==> src/rtl/acq_sequencer.sv <==
`default_nettype none
// ============================================================================
// Module   : acq_sequencer
// Brief    : Sensor acquisition sequencer. Issues periodic ADC triggers,
//            captures each returned sample and forwards it to a sample FIFO,
//            tracking dropped samples (overrun) and missed conversions
//            (timeout).
// Revision : 1.0 - initial release
// ============================================================================
module acq_sequencer #(
    parameter int NUM_SAMPLES = 1024
) (
    input  logic        clk,
    input  logic        nRESET,
    input  logic        start_i,
    input  logic        abort_i,
    input  logic [15:0] period_i,
    input  logic [15:0] adc_data_i,
    input  logic        adc_valid_i,
    input  logic        fifo_full_i,
    output logic        adc_trig_o,
    output logic        fifo_wrreq_o,
    output logic [15:0] fifo_data_o,
    output logic        busy_o,
    output logic        done_o,
    output logic        overrun_o,
    output logic        timeout_o,
    output logic [15:0] sample_count_o
);

    typedef enum logic [2:0] {
        S_IDLE      = 3'd0,
        S_TRIG      = 3'd1,
        S_WAIT_DATA = 3'd2,
        S_WRITE     = 3'd3,
        S_GAP       = 3'd4,
        S_DONE      = 3'd5
    } state_t;

    // Target count widened by one bit so the incremented count never wraps
    // before it is compared.
    localparam logic [16:0] NUM_SAMPLES_EXT = 17'(NUM_SAMPLES);

    state_t      state_q;
    logic [15:0] period_q;
    logic [15:0] cnt_q;
    logic [15:0] data_q;
    logic [15:0] count_q;
    logic        overrun_q;
    logic        timeout_q;

    logic [15:0] period_d;
    logic [15:0] cnt_dec_d;
    logic [16:0] count_inc_d;

    // Clamped period, saturating counter decrement and incremented sample count.
    always_comb begin
        period_d    = (period_i < 16'd3) ? 16'd3 : period_i;
        cnt_dec_d   = (cnt_q == 16'd0) ? 16'd0 : (cnt_q - 16'd1);
        count_inc_d = {1'b0, count_q} + 17'd1;
    end

    // Sequencer FSM with its period counter, capture register, count and flags.
    always_ff @(posedge clk or negedge nRESET) begin
        if (!nRESET) begin
            state_q   <= S_IDLE;
            period_q  <= 16'd3;
            cnt_q     <= 16'd0;
            data_q    <= 16'd0;
            count_q   <= 16'd0;
            overrun_q <= 1'b0;
            timeout_q <= 1'b0;
        end else if (abort_i) begin
            // Abort drops back to IDLE but leaves count and flags readable.
            state_q <= S_IDLE;
        end else begin
            case (state_q)
                S_IDLE: begin
                    if (start_i) begin
                        period_q  <= period_d;
                        count_q   <= 16'd0;
                        overrun_q <= 1'b0;
                        timeout_q <= 1'b0;
                        state_q   <= S_TRIG;
                    end
                end
                S_TRIG: begin
                    // Counter hits zero in the last cycle before the next
                    // trigger slot, which lands exactly period cycles later.
                    cnt_q   <= period_q - 16'd2;
                    state_q <= S_WAIT_DATA;
                end
                S_WAIT_DATA: begin
                    cnt_q <= cnt_dec_d;
                    if (adc_valid_i) begin
                        data_q  <= adc_data_i;
                        state_q <= S_WRITE;
                    end else if (cnt_q == 16'd0) begin
                        timeout_q <= 1'b1;
                        state_q   <= S_DONE;
                    end
                end
                S_WRITE: begin
                    cnt_q   <= cnt_dec_d;
                    count_q <= count_inc_d[15:0];
                    if (fifo_full_i) begin
                        overrun_q <= 1'b1;
                    end
                    if (count_inc_d == NUM_SAMPLES_EXT) begin
                        state_q <= S_DONE;
                    end else if (cnt_q == 16'd0) begin
                        state_q <= S_TRIG;
                    end else begin
                        state_q <= S_GAP;
                    end
                end
                S_GAP: begin
                    cnt_q <= cnt_dec_d;
                    if (cnt_q == 16'd0) begin
                        state_q <= S_TRIG;
                    end
                end
                S_DONE: begin
                    cnt_q   <= cnt_dec_d;
                    state_q <= S_IDLE;
                end
                default: begin
                    state_q <= S_IDLE;
                end
            endcase
        end
    end

    // Strobes are state decodes; the write strobe is additionally qualified
    // by the FIFO full flag in the WRITE cycle itself.
    assign adc_trig_o     = (state_q == S_TRIG);
    assign fifo_wrreq_o   = (state_q == S_WRITE) && !fifo_full_i;
    assign fifo_data_o    = data_q;
    assign busy_o         = (state_q != S_IDLE);
    assign done_o         = (state_q == S_DONE);
    assign overrun_o      = overrun_q;
    assign timeout_o      = timeout_q;
    assign sample_count_o = count_q;

endmodule
`default_nettype wire

==> config.mk <==
export PLATFORM = sky130hd
export DESIGN_NAME = acq_sequencer
export DESIGN_NICKNAME = d
export VERILOG_FILES = /design/src/rtl/acq_sequencer.sv
export SDC_FILE = /design/constraint.sdc
export NUM_CORES = 1
export LEC_CHECK = 0
export CAP_MARGIN = 20
export CORE_UTILIZATION = 54
export CTS_BUF_LIST = sky130_fd_sc_hd__clkbuf_2 sky130_fd_sc_hd__clkbuf_4 sky130_fd_sc_hd__clkbuf_8
export DETAILED_ROUTE_END_ITERATION = 6
export MAX_ROUTING_LAYER = met4
export PLACE_DENSITY = 0.95
export SYNTH_ARGS = -nofsm -noshare
export SYNTH_HDL_FRONTEND = slang
export SYNTH_SLANG_ARGS = --single-unit
==> constraint.sdc <==
create_clock -name clk -period 3.2 [get_ports clk]
set_input_delay 0.32 -clock clk [delete_from_list [all_inputs] [get_ports clk]]
set_output_delay 0.32 -clock clk [all_outputs]
set_load 0.005 [all_outputs]
# Word-level counts from Yosys, hierarchy flattened

Cells that the tools add are included.

$add $sub $neg: 3
Order comparisons: 1
Equal/unequal tests: 13
Mux-type cells: 19
Bitwise gates (word level): 1
Reduce and logical (&&, ||, !) cells: 16

Operators with widths:

| operator              | number |
|---|---|
| $pmux 16 s2           | 2 |
| $mux 16               | 3 |
| $mux 3                | 7 |
| $add 16x1->17 const B | 1 |
| $eq 17x11->1 const B  | 1 |
| $logic_not 16->1      | 1 |
| $lt 16x2->1 const B   | 1 |
| $sub 16x1->16 const B | 1 |
| $sub 16x2->16 const B | 1 |
| $pmux 3 s5            | 1 |
| $reduce_and 3->1      | 4 |
| $ne 2x2->1 const B    | 4 |
| $eq 3x2->1 const B    | 2 |
| $eq 3x3->1 const B    | 2 |
| $ne 3x3->1 const B    | 2 |
| $reduce_bool 2->1     | 3 |
| $reduce_and 5->1      | 1 |
| $mux 1                | 4 |
| $ne 4x4->1 const B    | 1 |
| $pmux 1 s2            | 2 |
| $reduce_and 4->1      | 1 |
| $reduce_or 4->1       | 1 |
| $eq 3x1->1 const B    | 1 |
| $logic_not 3->1       | 1 |
| other kinds (5)       | 5 |

Register bits: 69
Input port bits: 38
Output and inout port bits: 38
Word-level logic and storage cells: 60

# Longest topological paths before layout

Gate-level depths: netlist of the first run.

Depth in word-level cells: 5
Mapped depth: 10
Gate-level depth less buffers: 8

# Worst setup path after synthesis of the first run

No wires, ideal clock.

Kind: register to register
Start: register count_q[0], in the netlist sample_count_o[0]
End: register state_q[0]
Library setup time: 0.096 ns
Data arrival time: 2.358 ns
Required time: 3.104 ns
Setup slack: 0.746 ns
Cell stages (with the launch flop): 9
Path buffers: 1
Clock period less this slack: 2.454 ns
Path through: dfrtp_1 ha_1 buf_2 nand4_4 or4_4 mux2i_1 nand3b_1 or4_4 a311oi_2

Cells in the longest elaborated chain, start to end: 5

Ends and longest elaborated chain:

| element                | line | text |
|---|---|---|
| from (decl)            | 48   | `logic [15:0] count_q;` |
| from (signal assigned) | 105  | `count_q <= count_inc_d[15:0];` |
| $add 16x1->17          | 60   | `count_inc_d = {1'b0, count_q} + 17'd1;` |
| $eq 17x11->1           | 109  | `if (count_inc_d == NUM_SAMPLES_EXT) begin` |
| $mux 3                 | 109  |  |
| $pmux 3 s5             | 77   | `case (state_q)` |
| $mux 3                 | 73   | `end else if (abort_i) begin` |
| to (signal assigned)   | 75   | `state_q <= S_IDLE;` |
| to (signal assigned)   | 110  | `state_q <= S_DONE;` |
| to (signal assigned)   | 112  | `state_q <= S_TRIG;` |
| to (decl)              | 44   | `state_t state_q;` |

Every way passes these cells.
A chain may end at the register's enable or synchronous reset.

# Final worst setup path of the first run

Start: register count_q[1], in the netlist sample_count_o[1]
End: register state_q[0]

Same word-level chain as after synthesis.

==> results of run 1 <==
worst reg2reg max path: stages, from the launching register on:
cell	delay, ns
dfrtp_1	0.48
ha_1	0.40
nand4_4	0.14
or4_4	0.56
mux2i_1	0.18
nand3b_1	0.09
or4_4	0.49
a311oi_2	0.28
final timing paths:
check / to / from / cells past startpoint / slack (ns)
max reg2reg: state_q[0]$_DFFE_PN0P_ / sample_count_o[1]$_DFFE_PN0P_ / 7 / 0.52
min reg2reg: fifo_data_o[9]$_DFFE_PN0P_ / fifo_data_o[9]$_DFFE_PN0P_ / 1 / 0.51
max: state_q[0]$_DFFE_PN0P_ / sample_count_o[1]$_DFFE_PN0P_ / 7 / 0.52
max in group asynchronous: period_q[1]$_DFFE_PN1P_ / nRESET / 2 / 2.45
min: period_q[15]$_DFFE_PN0P_ / nRESET / 1 / 0.05
min in group clk: fifo_data_o[9]$_DFFE_PN0P_ / fifo_data_o[9]$_DFFE_PN0P_ / 1 / 0.51
Yosys cell counts, types with 3 or more instances:
cell,count,area [µm²]
o211ai_1,3,22.52
or4_1,3,22.52
mux2i_1,3,30.03
o31ai_1,5,37.54
a22o_1,7,61.31
o21ai_0,23,115.1
clkbuf_1,12,45.04
dfrtp_1,67,1677
buf_2,7,35.03
nor2b_1,3,18.77
a211oi_1,4,30.03
xnor2_1,12,105.1
a31oi_1,7,43.79
nand4_1,5,31.28
nand3b_1,3,22.52
nor3b_1,3,22.52
nor4_1,11,68.82
o21ai_1,16,80.08
mux2_2,16,180.2
o22ai_1,6,37.54
and3_1,7,43.79
nor3_1,15,75.07
nand2_1,76,285.3
a21oi_1,14,70.07
a22oi_1,3,22.52
xor2_1,6,52.55
nor2_1,38,142.6
ha_1,4,50.05
nand3_1,15,75.07
nand2b_1,3,18.77
or3_1,4,25.02
inv_1,7,26.28
metal layers:
layer / GRT usage [%] / vias up
met5: - / -
met4: 11.36 / 0
met3: 5.308 / 26
met2: 43.16 / 160
met1: 33.95 / 1757
li1: - / 1736
per-stage QoR:
step / area, µm² / hold WS, ns
2_1_floorplan: 3891 / 0.02441
3_3_place_gp: 4731 / 0.4366
3_5_place_dp: 4731 / 0.4415
4_1_cts: 4936 / 0.07088
5_1_grt: 4936 / 0.1120
6_report: 4936 / 0.04588
power by group through the flow:
stage / logic, W / registers [W] / clock network, W
final: 0.00109 / 0.00140 / 0.000735
after global routing: 0.00119 / 0.00143 / 0.000781
after CTS: 0.00109 / 0.00140 / 0.000741
after detailed placement: 0.00108 / 0.00141 / 0
after global placement: 0.00104 / 0.00139 / 0
after floorplan: 0.000616 / 0.00135 / 0
registers in the layout (all words and copies together) (netlist names):
register and flops:
period_q 16, timeout_o 1, fifo_data_o 16, overrun_o 1, cnt_q 16, state_q 3
sample_count_o 16
final cells by class:
class	count	area, µm²	area share [%]
Sequential cell	69	1729	35.03
Tap cell	96	120.1	2.433
Timing Repair Buffer	83	818.3	16.58
Clock inverter	5	60.06	1.217
Multi-Input combinational cell	341	2033	41.19
Inverter	8	30.03	0.6084
Clock buffer	11	145.1	2.940
layout by cell type, fill, tap and decap left out, types with 4 or more instances in the layout:
| cell type | instances |
|---|---|
| xor2_1 | 6 |
| or3_1 | 4 |
| a211oi_1 | 4 |
| ha_1 | 4 |
| o31ai_1 | 5 |
| and3_1 | 7 |
| inv_1 | 7 |
| nand4_1 | 5 |
| o22ai_1 | 6 |
| nand2_1 | 76 |
| dfrtp_1 | 67 |
| xnor2_1 | 12 |
| nand3_1 | 15 |
| o21ai_1 | 16 |
| mux2_2 | 16 |
| a22o_1 | 7 |
| nor2_1 | 38 |
| clkdlybuf4s50_1 | 74 |
| nor3_1 | 15 |
| o21ai_0 | 23 |
| nor4_1 | 11 |
| buf_4 | 7 |
| a31oi_1 | 7 |
| a21oi_1 | 14 |
| clkbuf_8 | 10 |
cells by family (layout without fill, tap and decap cells):
kind of cell	count (synthesis)	in the layout	share of synthesized area (%)
and+or+nand+nor	198	198	24.82
AOI/OAI and AO/OA	102	102	16.69
DFF	69	69	44.44
buffers and inverters	30	107	3.312
muxes	19	19	5.402
xor gates and xnor gates	18	18	4.051
adders and majority gates	4	4	1.286
==> results.cfg, run 1 <==
[sta]
fmax_ghz = 0.3725
timing.final.crit_share_pct = 83.89
tns_ns = 0
worstMarginPinSlew_ns = 0.7874
fin_skew_ns = 0.01522
final_max_slew_viol_count = 0
hold_viol_final = 0
finalSetupViolCount = 0
rsz0062_at_grt = false
slew_headroom_pct = 47.32
setup_slack_ns = 0.5155
period_minus_slack_ns = 2.684

[placed_design]
place_hpwl_mm = 6.967
post-place-ws_ns = 0.5584
post-place-cells = 597
gp_congestion = 0.9458
portBuffers = 75

[detailed_routing]
via_per_inst = 6.002
wl_mm = 9.728
dr_wl_met3_um = 627
drt_iter0_drc = 449
wl_per_cell_um = 15.87
dr_wl_met2_mm = 4.823
dr.pass1.iters = 5
antenna_left = 0
routed.top_layer = met4
drc = 0
vias = 3679
wl_met1_mm = 4.078

[clock_tree]
cts_buffer_depth = 2
cts_root_buf = clkbuf_8
cts_made_buffers = 9
postCtsSetupBuffers = 0
hold_buffers = 0
cts_max_level = 3
cts-resized-gates = 0
clkLatencyLatePin_ns = 0.35
cts_tree = built
clk_pin_slew_worst_paths_ns = 0.09
clock-sinks = 69

[synthesis]
synth_seq_cells = 69
avgSynthCellArea_um2 = 8.844
synth_edf_count = 0
syn-cell-area_mm2 = 0.003891
synth_ff_type = dfrtp_1
async_reset_ff_share_pct = 100.0
ys_warn_count = 0
ys_types = 57
yosysSeqAreaShare_pct = 44.44
netlist_instances = 440
synth_fp_nets = 482

[grt]
grt_pass1_wl_mm = 15.54
grt_pass1_vias = 3345
antenna_found_initial = 0
grt_max_degree = 36
overflow = 0
gr-usage-all-layers_pct = 27.12

[power]
ir_drop_v = 0.0002972
p_total_w = 0.003225
leakage_nw = 2.095
clockPowerShare_pct = 22.8
p_sw_w = 0.001105
combPwrFrac_pct = 33.7
power_density_mw_per_mm2 = 653.4
power_frac_seq_pct = 43.5
swShare_pct = 34.26
intPower_w = 0.002120

[critical_path]
slowest_stage = or4_4
critPathBufInv = 0
critPathLaunchType = flop
critPathKind = flop to flop
setup.worst_path.end_class = flop
path_cells = ha_1, nand4_4, or4_4, mux2i_1, nand3b_1, or4_4, a311oi_2
cp_max_fo = 8
arrival_ns = 2.94
cp_data_required_time_ns = 3.46
cpMostUsedCell = or4_4
cp_slowest_stage_delay_ns = 0.55
crit_family = simple AND/OR/NAND/NOR gates

[finish]
nets = 554
drive_gt1_share_pct = 9.865
final_core_util_pct = 71.86
syn_to_final_growth_pct = 26.85
num-fill-cells = 494
n_antenna_cell = 0
finalNonFillerCells = 613

[floorplanning]
die_area_mm2 = 0.007550
die_y_um = 86.89
fp.dieW_um = 86.89
core_area_mm2 = 0.006869
rows = 30
start_util_pct = 56.65
boundaryPins = 76

[worst_hold_path]
worstHoldPathType = primary input to async pin

[outcome]
status = finished, final reports clean

[run]
maxCapViolCount = 0
No activity file was read; power rests on OpenSTA's default activity.
==> inputs of run 2 (changes only) <==
clock period = 2.7 ns   (was 3.2 ns; I/O delays follow)
==> results.cfg, run 2 (synthesis results as in run 1) <==
[clock_tree]
clk_pin_slew_worst_paths_ns = 0.08
cts_max_level = 3
cts_tree = built
cts_made_buffers = 9
cts_root_buf = clkbuf_8
clkLatencyLatePin_ns = 0.35
clock-sinks = 69
cts_buffer_depth = 2

[power]
intPower_w = 0.002551
clockPowerShare_pct = 22.9
swShare_pct = 34.10
p_total_w = 0.003871
leakage_nw = 2.135
power_frac_seq_pct = 42.9
combPwrFrac_pct = 34.2
ir_drop_v = 0.0003669
p_sw_w = 0.001320
power_density_mw_per_mm2 = 773.1

[sta]
fin_skew_ns = 0.009041
timing.final.crit_share_pct = 96.19
worstMarginPinSlew_ns = 0.7994
rsz0062_at_grt = false
finalSetupViolCount = 0
setup_slack_ns = 0.1029
fmax_ghz = 0.3850
timing.hold.ws_ns = 0.4427
slew_headroom_pct = 46.51
hold_viol_final = 0
tns_ns = 0
final_max_slew_viol_count = 0
period_minus_slack_ns = 2.597

[placed_design]
post-place-ws_ns = 0.1317
gp_congestion = 0.9289
place_hpwl_mm = 7.224
portBuffers = 75

[critical_path]
setup.worst_path.end_class = flop
cp_max_fo = 8
critPathKind = flop to flop
critPathLaunchType = flop
cp_data_required_time_ns = 2.96
arrival_ns = 2.86

[grt]
overflow = 0
grt_max_degree = 29
grt_pass1_wl_mm = 16.95
gr-usage-all-layers_pct = 29.79
antenna_found_initial = 0
grt_pass1_vias = 3569

[detailed_routing]
via_per_inst = 6.061
drc = 0
dr.pass1.iters = 5
wl_mm = 10.11
drt_iter0_drc = 394
vias = 3776
antenna_left = 0
wl_per_cell_um = 16.23

[floorplanning]
die_y_um = 86.89
die_area_mm2 = 0.007550
fp.dieW_um = 86.89
start_util_pct = 56.65
boundaryPins = 76
core_area_mm2 = 0.006869
rows = 30

[outcome]
status = finished, final reports clean

[finish]
n_antenna_cell = 0
drive_gt1_share_pct = 11.57
syn_to_final_growth_pct = 28.68
layout_commonest_cell = nand2_1
nets = 564
num-fill-cells = 475
final_cell_mix = nand2_1, clkdlybuf4s50_1, dfrtp_1

[worst_hold_path]
worstHoldPathType = primary input to async pin

[run]
maxCapViolCount = 0
==> run 2: changes by cell type in the layout (fill, tap and decap cells not counted), sizes merged <==
| cell | change |
|---|---|
| clkinvlp | +1 |
| inv | -1 |
| buf | +9 |
| dlygate4sd3 | +1 |
==> run 2: critical path, stage by stage (launching register included) <==
cell	delay [ns]
dfrtp_1	0.48
ha_1	0.27
nand4_4	0.10
or4_4	0.55
mux2i_1	0.22
nand3b_1	0.10
or4_4	0.50
a311oi_2	0.28
==> run 2: layer usage <==
layer,up-vias,GRT usage (%),part of all wire [%]
li1,1765,-,-
met1,1814,36.88,41
met5,-,-,0
met3,22,6.540,7.3
met4,0,10.15,1.9
met2,175,48.46,50
==> run 2: through the flow <==
stage | cells | area (µm²) | utilization [%]
5_1_grt | 623 | 5007 | 72.90
3_5_place_dp | 606 | 4786 | 69.67
2_1_floorplan | 440 | 3891 | -
3_3_place_gp | 606 | 4786 | 69.67
6_report | 623 | 5007 | 72.90
4_1_cts | 623 | 5006 | 72.88
==> run 2: power groups by stage <==
stage	clock [W]	combinational, W	sequential (W)
after CTS	0.000892	0.00132	0.00165
final	0.000885	0.00132	0.00166
after floorplan	0	0.000731	0.00160
after detailed placement	0	0.00130	0.00167
after global routing	0.000936	0.00146	0.00171
after global placement	0	0.00125	0.00164
==> run 2: area by class of cell <==
cell class | count | area [µm²] | share of cell area, %
sequential | 69 | 1730 | 34.56
tap | 96 | 120.1 | 2.399
inverter | 8 | 30.03 | 0.5997
clock inverter | 5 | 58.81 | 1.174
timing repair buffer | 93 | 883.3 | 17.64
multi-input combinational | 341 | 2033 | 40.60
clock buffer | 11 | 151.4 | 3.023
==> run 2: worst paths after layout <==
path | startpoint | endpoint | slack, ns | depth (start not counted)
max | sample_count_o[1]$_DFFE_PN0P_ | state_q[0]$_DFFE_PN0P_ | 0.10 | 7
min | nRESET | period_q[6]$_DFFE_PN0P_ | 0.44 | 2
max reg2reg | sample_count_o[1]$_DFFE_PN0P_ | state_q[0]$_DFFE_PN0P_ | 0.10 | 7
min reg2reg | fifo_data_o[14]$_DFFE_PN0P_ | fifo_data_o[14]$_DFFE_PN0P_ | 0.51 | 1
max in group asynchronous | nRESET | sample_count_o[0]$_DFFE_PN0P_ | 1.46 | 3
min in group clk | period_i[3] | period_q[3]$_DFFE_PN0P_ | 0.47 | 3
==> run 2: timing repair <==
item	4_1_cts	5_1_grt
gates resized for setup	0	1
hold endpoints to repair	22	0
hold buffers	1	0
setup endpoints to repair	0	1
setup buffers	0	0
